<file path="src/rtl/mips_multicycle_ctrl.sv">
// Main control FSM for a multicycle MIPS datapath.
// Sequences shared memory/ALU and counts fetched instructions.
module mips_multicycle_ctrl #(
  parameter int INSTRET_W = 32
) (
  input  logic                 clk,
  input  logic                 reset,
  input  logic [5:0]           op,
  input  logic [5:0]           funct,
  input  logic                 zero,
  output logic                 pcen,
  output logic                 iord,
  output logic                 memwrite,
  output logic                 irwrite,
  output logic                 regdst,
  output logic                 memtoreg,
  output logic                 regwrite,
  output logic                 alusrca,
  output logic [1:0]           alusrcb,
  output logic [1:0]           pcsrc,
  output logic [2:0]           alucontrol,
  output logic                 illegal,
  output logic [3:0]           state,
  output logic [INSTRET_W-1:0] instret
);

  typedef enum logic [3:0] {
    FETCH   = 4'd0,
    DECODE  = 4'd1,
    MEMADR  = 4'd2,
    MEMRD   = 4'd3,
    MEMWB   = 4'd4,
    MEMWR   = 4'd5,
    EXECUTE = 4'd6,
    ALUWB   = 4'd7,
    BRANCH  = 4'd8,
    ADDIEX  = 4'd9,
    ADDIWB  = 4'd10,
    JUMP    = 4'd11
  } state_t;

  localparam logic [5:0] OP_R    = 6'b000000;
  localparam logic [5:0] OP_LW   = 6'b100011;
  localparam logic [5:0] OP_SW   = 6'b101011;
  localparam logic [5:0] OP_BEQ  = 6'b000100;
  localparam logic [5:0] OP_BNE  = 6'b000101;
  localparam logic [5:0] OP_ADDI = 6'b001000;
  localparam logic [5:0] OP_J    = 6'b000010;

  localparam logic [INSTRET_W-1:0] ONE =
    {{(INSTRET_W-1){1'b0}}, 1'b1};

  state_t     st, nxt;
  logic       r_ok;
  logic [2:0] alu_f;
  logic       pcen_c, memwrite_c, irwrite_c, regwrite_c;

  always_ff @(posedge clk or posedge reset) begin
    if (reset) begin
      st      <= FETCH;
      instret <= '0;
    end else begin
      st <= nxt;
      if (st == FETCH) instret <= instret + ONE;
    end
  end

  always_comb begin
    r_ok  = 1'b1;
    alu_f = 3'b010;
    case (funct)
      6'b100000: alu_f = 3'b010;
      6'b100010: alu_f = 3'b110;
      6'b100100: alu_f = 3'b000;
      6'b100101: alu_f = 3'b001;
      6'b101010: alu_f = 3'b111;
      default:   r_ok  = 1'b0;
    endcase
  end

  always_comb begin
    nxt        = FETCH;
    pcen_c     = 1'b0;
    iord       = 1'b0;
    memwrite_c = 1'b0;
    irwrite_c  = 1'b0;
    regdst     = 1'b0;
    memtoreg   = 1'b0;
    regwrite_c = 1'b0;
    alusrca    = 1'b0;
    alusrcb    = 2'b00;
    pcsrc      = 2'b00;
    alucontrol = 3'b010;
    illegal    = 1'b0;
    case (st)
      FETCH: begin
        nxt       = DECODE;
        alusrcb   = 2'b01;
        irwrite_c = 1'b1;
        pcen_c    = 1'b1;
      end
      DECODE: begin
        // ALU precomputes the branch target while op is decoded
        alusrcb = 2'b11;
        case (op)
          OP_LW, OP_SW:   nxt = MEMADR;
          OP_R: begin
            if (r_ok) nxt = EXECUTE;
            else illegal = 1'b1;
          end
          OP_BEQ, OP_BNE: nxt = BRANCH;
          OP_ADDI:        nxt = ADDIEX;
          OP_J:           nxt = JUMP;
          default:        illegal = 1'b1;
        endcase
      end
      MEMADR: begin
        nxt     = (op == OP_SW) ? MEMWR : MEMRD;
        alusrca = 1'b1;
        alusrcb = 2'b10;
      end
      MEMRD: begin
        nxt  = MEMWB;
        iord = 1'b1;
      end
      MEMWB: begin
        memtoreg   = 1'b1;
        regwrite_c = 1'b1;
      end
      MEMWR: begin
        iord       = 1'b1;
        memwrite_c = 1'b1;
      end
      EXECUTE: begin
        nxt        = ALUWB;
        alusrca    = 1'b1;
        alucontrol = alu_f;
      end
      ALUWB: begin
        regdst     = 1'b1;
        regwrite_c = 1'b1;
      end
      BRANCH: begin
        alusrca    = 1'b1;
        alucontrol = 3'b110;
        pcsrc      = 2'b01;
        pcen_c     = (op == OP_BNE) ? ~zero : zero;
      end
      ADDIEX: begin
        nxt     = ADDIWB;
        alusrca = 1'b1;
        alusrcb = 2'b10;
      end
      ADDIWB: regwrite_c = 1'b1;
      JUMP: begin
        pcsrc  = 2'b10;
        pcen_c = 1'b1;
      end
      default: nxt = FETCH;
    endcase
  end

  // Strobes are gated so a mid-instruction reset kills the write at once
  assign pcen     = pcen_c & ~reset;
  assign memwrite = memwrite_c & ~reset;
  assign irwrite  = irwrite_c & ~reset;
  assign regwrite = regwrite_c & ~reset;
  assign state    = st;

endmodule
</file>
<file path="config.mk">
export PLATFORM = sky130hd
export DESIGN_NAME = mips_multicycle_ctrl
export DESIGN_NICKNAME = d
export VERILOG_FILES = /design/src/rtl/mips_multicycle_ctrl.sv
export SDC_FILE = /design/constraint.sdc
export NUM_CORES = 1
export LEC_CHECK = 0
export ABC_AREA = 1
export BUFFER_PORTS_ARGS = -buffer_cell sky130_fd_sc_hd__buf_2
export CAP_MARGIN = 15
export CORE_MARGIN = 5
export CORE_UTILIZATION = 50
export CTS_CLUSTER_DIAMETER = 40
export DETAILED_ROUTE_END_ITERATION = 7
export MAX_ROUTING_LAYER = met4
export PLACE_DENSITY = 0.86
export SLEW_MARGIN = 20
export SYNTH_ARGS = -nofsm -noshare
export SYNTH_HDL_FRONTEND = slang
export SYNTH_SLANG_ARGS = --single-unit
</file>
<file path="constraint.sdc">
create_clock -name clk -period 1.8 [get_ports clk]
set_input_delay 0.27 -clock clk [delete_from_list [all_inputs] [get_ports clk]]
set_output_delay 0.27 -clock clk [all_outputs]
set_load 0.005 [all_outputs]
</file>
# [Word-level counts from Yosys, hierarchy flattened]
# Index checks and enable logic that the tools add are counted.
[word_totals] ff_bits=36 inputBits=15 output_inout_bits=52 wordCells=63
[classes] n_addsub=1 eq_ne=22 mux=21 n_bitwise=6 reduce_logical=11
[ops] operator="equality test 6 bit (second input constant)" count=7
[ops] operator="adder 32 x 1 -> 32 bit (second input constant)" count=1
[ops] operator="case mux 4 bit (6 select lines)" count=1
[ops] operator="case mux 4 bit (5 select lines)" count=1
[ops] operator="equality test 4 x 3 -> 1 bit (second input constant)" count=4
[ops] operator="equality test 4 bit (second input constant)" count=4
[ops] operator="equality test 6 x 3 -> 1 bit (second input constant)" count=2
[ops] operator="case mux 3 bit (4 select lines)" count=1
[ops] operator="2-to-1 mux 1 bit" count=11
[ops] operator="OR reduction 2 bit" count=5
[ops] operator="equality test 4 x 2 -> 1 bit (second input constant)" count=2
[ops] operator="equality test 6 x 2 -> 1 bit (second input constant)" count=1
[ops] operator="equality test 6 x 4 -> 1 bit (second input constant)" count=1
[ops] operator="zero test 6 bit" count=1
[ops] operator="2-to-1 mux 3 bit" count=2
[ops] operator="case mux 2 bit (3 select lines)" count=1
[ops] operator="case mux 3 bit (2 select lines)" count=1
[ops] operator="OR reduction 6 bit" count=1
[ops] operator="OR reduction 5 bit" count=1
[ops] operator="AND 1 bit" count=4
[ops] operator="equality test 4 x 1 -> 1 bit (second input constant)" count=1
[ops] operator="zero test 4 bit" count=1
[ops] operator="case mux 1 bit (2 select lines)" count=2
[ops] operator="case mux 2 bit (2 select lines)" count=1
[ops] operator="other kinds (3)" count=4

# [Longest topological paths before layout]
[depth] depth_word=6 ltp_mapped=10 depth_no_buf=9

# [Worst setup path before layout]
# OpenSTA, ideal clock, no wires.
[synth_path] path_kind="in2out" from="in reset" to="out regwrite" arrival_time_ps=1338 required_time_ps=1530 slack_ps=192 path_stages=3 n_path_buf=0 cell_sequence="inv_1 > o21ai_0 > inv_1"
[synth_between] elab_chain_cells=2
[synth_lines] element="start, declared" line="7" text="input logic reset,"
[synth_lines] element="NOT 1 bit" line="167" text="assign regwrite = regwrite_c & ~reset;"
[synth_lines] element="AND 1 bit" line="167"
[synth_lines] element="end, declared" line="17" text="output logic regwrite,"
# No other way between the ends.

# [Worst setup path in the final report]
[layout_path] from="reg st[0] (netlist: state[0])" to="out alucontrol[0]"
[layout_between] elab_chain_cells=2 elab_cells_between_ends=3 classes_between="eq/ne: 2; mux: 1"
[layout_lines] element="start, declared" line="53" text="state_t st, nxt;"
[layout_lines] element="start signal, assigned" line="63" text="st <= nxt;"
[layout_lines] element="equality test 4 bit or equality test 4 x 3 -> 1 bit (tied branches)" line="95" text="case (st)"
[layout_lines] element="case mux 3 bit (2 select lines) (*)" line="95"
[layout_lines] element="end, declared" line="21" text="output logic [2:0] alucontrol,"
# Mark *: on every way between the ends. The rest lies on a longest branch, timed or not.

==> flow_summary_export.csv <==
group,metric,value,unit
status,status,"finished, final reports clean",
setup_path,cp_cell_sequence,"inv_2 -> nand2_4 -> nor2_4 -> nand4_1 -> o22ai_1 -> buf_2",
sta,layout_min_cycle_time,1780,ps
setup_path,cp_max_fo,3,
logic_synthesis,synth-edff-count,0,
logic_synthesis,ys_dominant_reg_cell,"dfrtp_1",
floorplan,die_y,79.6,µm
sta,clock-skew-final,7.08,ps
drt,vias,2534,
floorplan,boundaryPins,67,
logic_synthesis,synth_top_cell_area_share,37.2,%
pwr,total_leakage_power,1.57,nW
logic_synthesis,yosys_warnings,0,
floorplan,die-area,6330,µm²
grt,antenna_found_initial,0,
finish,drive_above_1_share,26.8,%
grt,track_usage,20.7,%
pwr,comb_power_share,39.6,%
sta,maxSlewViolCount,0,
setup_path,worst-setup-path-type,"flip-flop to output port",
floorplan,die_w,79.6,µm
cts,cts_tree,"done",
drt,routed_wl,6320,µm
finish,area_growth_syn_to_layout,26.1,%
logic_synthesis,synth_nets,371,
finish,fin_nets,451,
sta,whs,140,ps
logic_synthesis,ys_ff_latch,36,
pwr,p_int,1.81,mW
cts,clk_latency,300,ps
sta,finalSetupTns,0,ps
logic_synthesis,syn-instance-count,355,
setup_path,crit_path_end_kind,"output port",
setup_path,ff2ff_setup_slack,160,ps
finish,diodes,0,
cts,clock_path_buffers,2,
setup_path,critPathTopFamily,"flip-flops",
pwr,power.density,961,nW/µm²
setup_path,rr_worst_depth,8,
sta,hold_viol,0,
setup_path,cp_slowest_cell,"dfrtp_1",
pwr,p_clk_share,24.7,%
logic_synthesis,synth_cell_types,24,
logic_synthesis,netlist_top_cells_area,"dfrtp_1, nand2_1, nor2_1",
cts,clk_pin_slew_worst_paths,80,ps
hold_path,hold_path_class,"input port to async pin",
setup_path,endpoint,"alucontrol[0]",
pwr,p_sw_share,38.4,%
grt,grt_pass1_wl,10100,µm
sta,fmax,0.563,GHz
setup_path,slowest_delay,420,ps
logic_synthesis,yosysTopAreaCell,"dfrtp_1",
sta,finalSetupViolations,0,
logic_synthesis,postSynth.asyncResetShare,100,%
drt,remaining_drc_errors,0,
cts,cts_hold_buf,0,
setup_path,worstReg2RegEnd,"instret[18]",
sta,worst_slew_pin_slew,460,ps
logic_synthesis,synth.most_common_cell,"nand2_1",
place,dpl.hpwl,4850,µm
floorplan,start_util,51.2,%
floorplan,core-area,4720,µm²
setup_path,worst-path-buf-inv,2,
cts,htreeDepth,2,
logic_synthesis,synthTopCellsByCount,"nand2_1, nor2_1, inv_1, dfrtp_1, nand3_1",
grt,overflow,0,
pwr,p_sw,1.12,mW
drt,vias_per_cell,5.04,
grt,grt_pass1_vias,2274,
setup_path,cp.depth,6,
pwr,seq_power_share,35.7,%
logic_synthesis,synth_area_per_cell,6.81,µm²
finish,final_util,64.6,%
setup_path,reg2reg_from,"state[1]",
cts,numCtsBuffers,5,
setup_path,required,1530,ps
drt,drt_iter0_markers,149,
place,globalplace.congestion,0.916,
sta,max_slew_margin,69.3,%
drt,firstDrtPassIters,5,
cts,clock-root-buffer,"clkbuf_8",
logic_synthesis,synth.yosys.seq_area_share,37.2,%
setup_path,cp-startpoint,"state[0]",
place,portBuffers,66,
setup_path,startpoint_type,"flip-flop",
drt,wl_per_cell,12.6,µm
run,drv_cap,0,
cts,cts_sinks,36,
setup_path,arrival,1510,ps
sta,rsz0062_at_grt,"true",
floorplan,num_rows,25,
sta,fin_crit_sh,98.7,%
drt,antenna_left,0,
pwr,vdd_ir_drop_max,0.000657,V
pwr,power,2.93,mW
grt,grt_max_degree,37,
logic_synthesis,netlist_area,2420,µm²
finish,fillCellCount,416,
[flip-flops by register name (all words and copies together), names as in the netlist]
register  flops
instret      32
state         4
[layout make-up]
cell class / count / area, µm² / share of cell area, %
Clock buffer: 5 / 68.8 / 2.26
Clock inverter: 3 / 42.5 / 1.40
Inverter: 55 / 211 / 6.93
Multi-Input combinational cell: 263 / 1340 / 43.8
Sequential cell: 36 / 905 / 29.7
Tap cell: 67 / 83.8 / 2.75
Timing Repair Buffer: 74 / 403 / 13.2
[metal layers]
metal,global-route usage [%],wire length [µm],vias up
li1,-,-,1252
met1,24.6,2710,1165
met2,33.6,3070,103
met3,5.53,390,14
met4,8.25,142,0
met5,-,0,-
[placed cells by master, fill, tap and decap left out, types with 2 or more instances in the layout]
| cell type | count |
|---|---|
| nor2_4 | 11 |
| clkbuf_8 | 5 |
| a21oi_1 | 2 |
| nor3_1 | 4 |
| inv_1 | 50 |
| xnor2_1 | 4 |
| buf_4 | 7 |
| nor2_2 | 6 |
| inv_2 | 4 |
| nand2_4 | 4 |
| dfrtp_2 | 3 |
| buf_2 | 66 |
| dfrtp_1 | 33 |
| nand2_1 | 108 |
| nor2_1 | 54 |
| nand3_1 | 25 |
| nand4_1 | 11 |
| nand2_2 | 5 |
| o22ai_1 | 2 |
| o21ai_0 | 6 |
| xor2_1 | 15 |
[how the worst min path moves through the flow]
stage,to,startpoint,slack [ps],cells past startpoint
3_5_place_dp,state[0],reset,480,3
4_1_cts,instret[29],reset,160,3
3_3_place_gp,state[1],reset,470,3
5_1_grt,instret[1],reset,210,3
6_report,state[0],reset,140,3
2_1_floorplan,instret[0],reset,440,1
[logic make-up after synthesis]
| kind of cell | Yosys count | share of synthesized area (%) |
|---|---|---|
| AND/OR/NAND/NOR | 230 | 43.1 |
| buffers and inverters | 56 | 9.21 |
| flip-flops | 36 | 37.2 |
| XOR/XNOR | 19 | 6.88 |
| AO/OA/AOI/OAI | 13 | 3.05 |
| adder cells (fa/ha/maj) | 1 | 0.517 |
[timing repair]
item,4_1_cts,5_1_grt
buffers inserted,0,7
pin swaps,1,4
gates resized for setup,5,14
setup endpoints to repair,3,6
cloned,0,0
[tightest hold or removal path, stage by stage]
cell and delay (ps):
buf_2 130, inv_1 80, buf_4 410
[stage by stage]
step           instances  setup slack (ps)  cell area (µm²)
2_1_floorplan        355               192             2420
3_3_place_gp         488               261             2830
3_5_place_dp         488               169             2830
4_1_cts              496              3.73             2950
5_1_grt              503             -61.5             3050
6_report             503              23.2             3050
[power groups by stage]
stage	Clock, mW	Sequential [mW]	Combinational, mW
2_1_floorplan	0	1.04	0.633
6_report	0.723	1.04	1.16
3_3_place_gp	0	1.04	0.919
5_1_grt	0.775	1.07	1.27
4_1_cts	0.724	1.04	0.954
3_5_place_dp	0	1.05	0.941
Power figures use the tool's default switching activity.
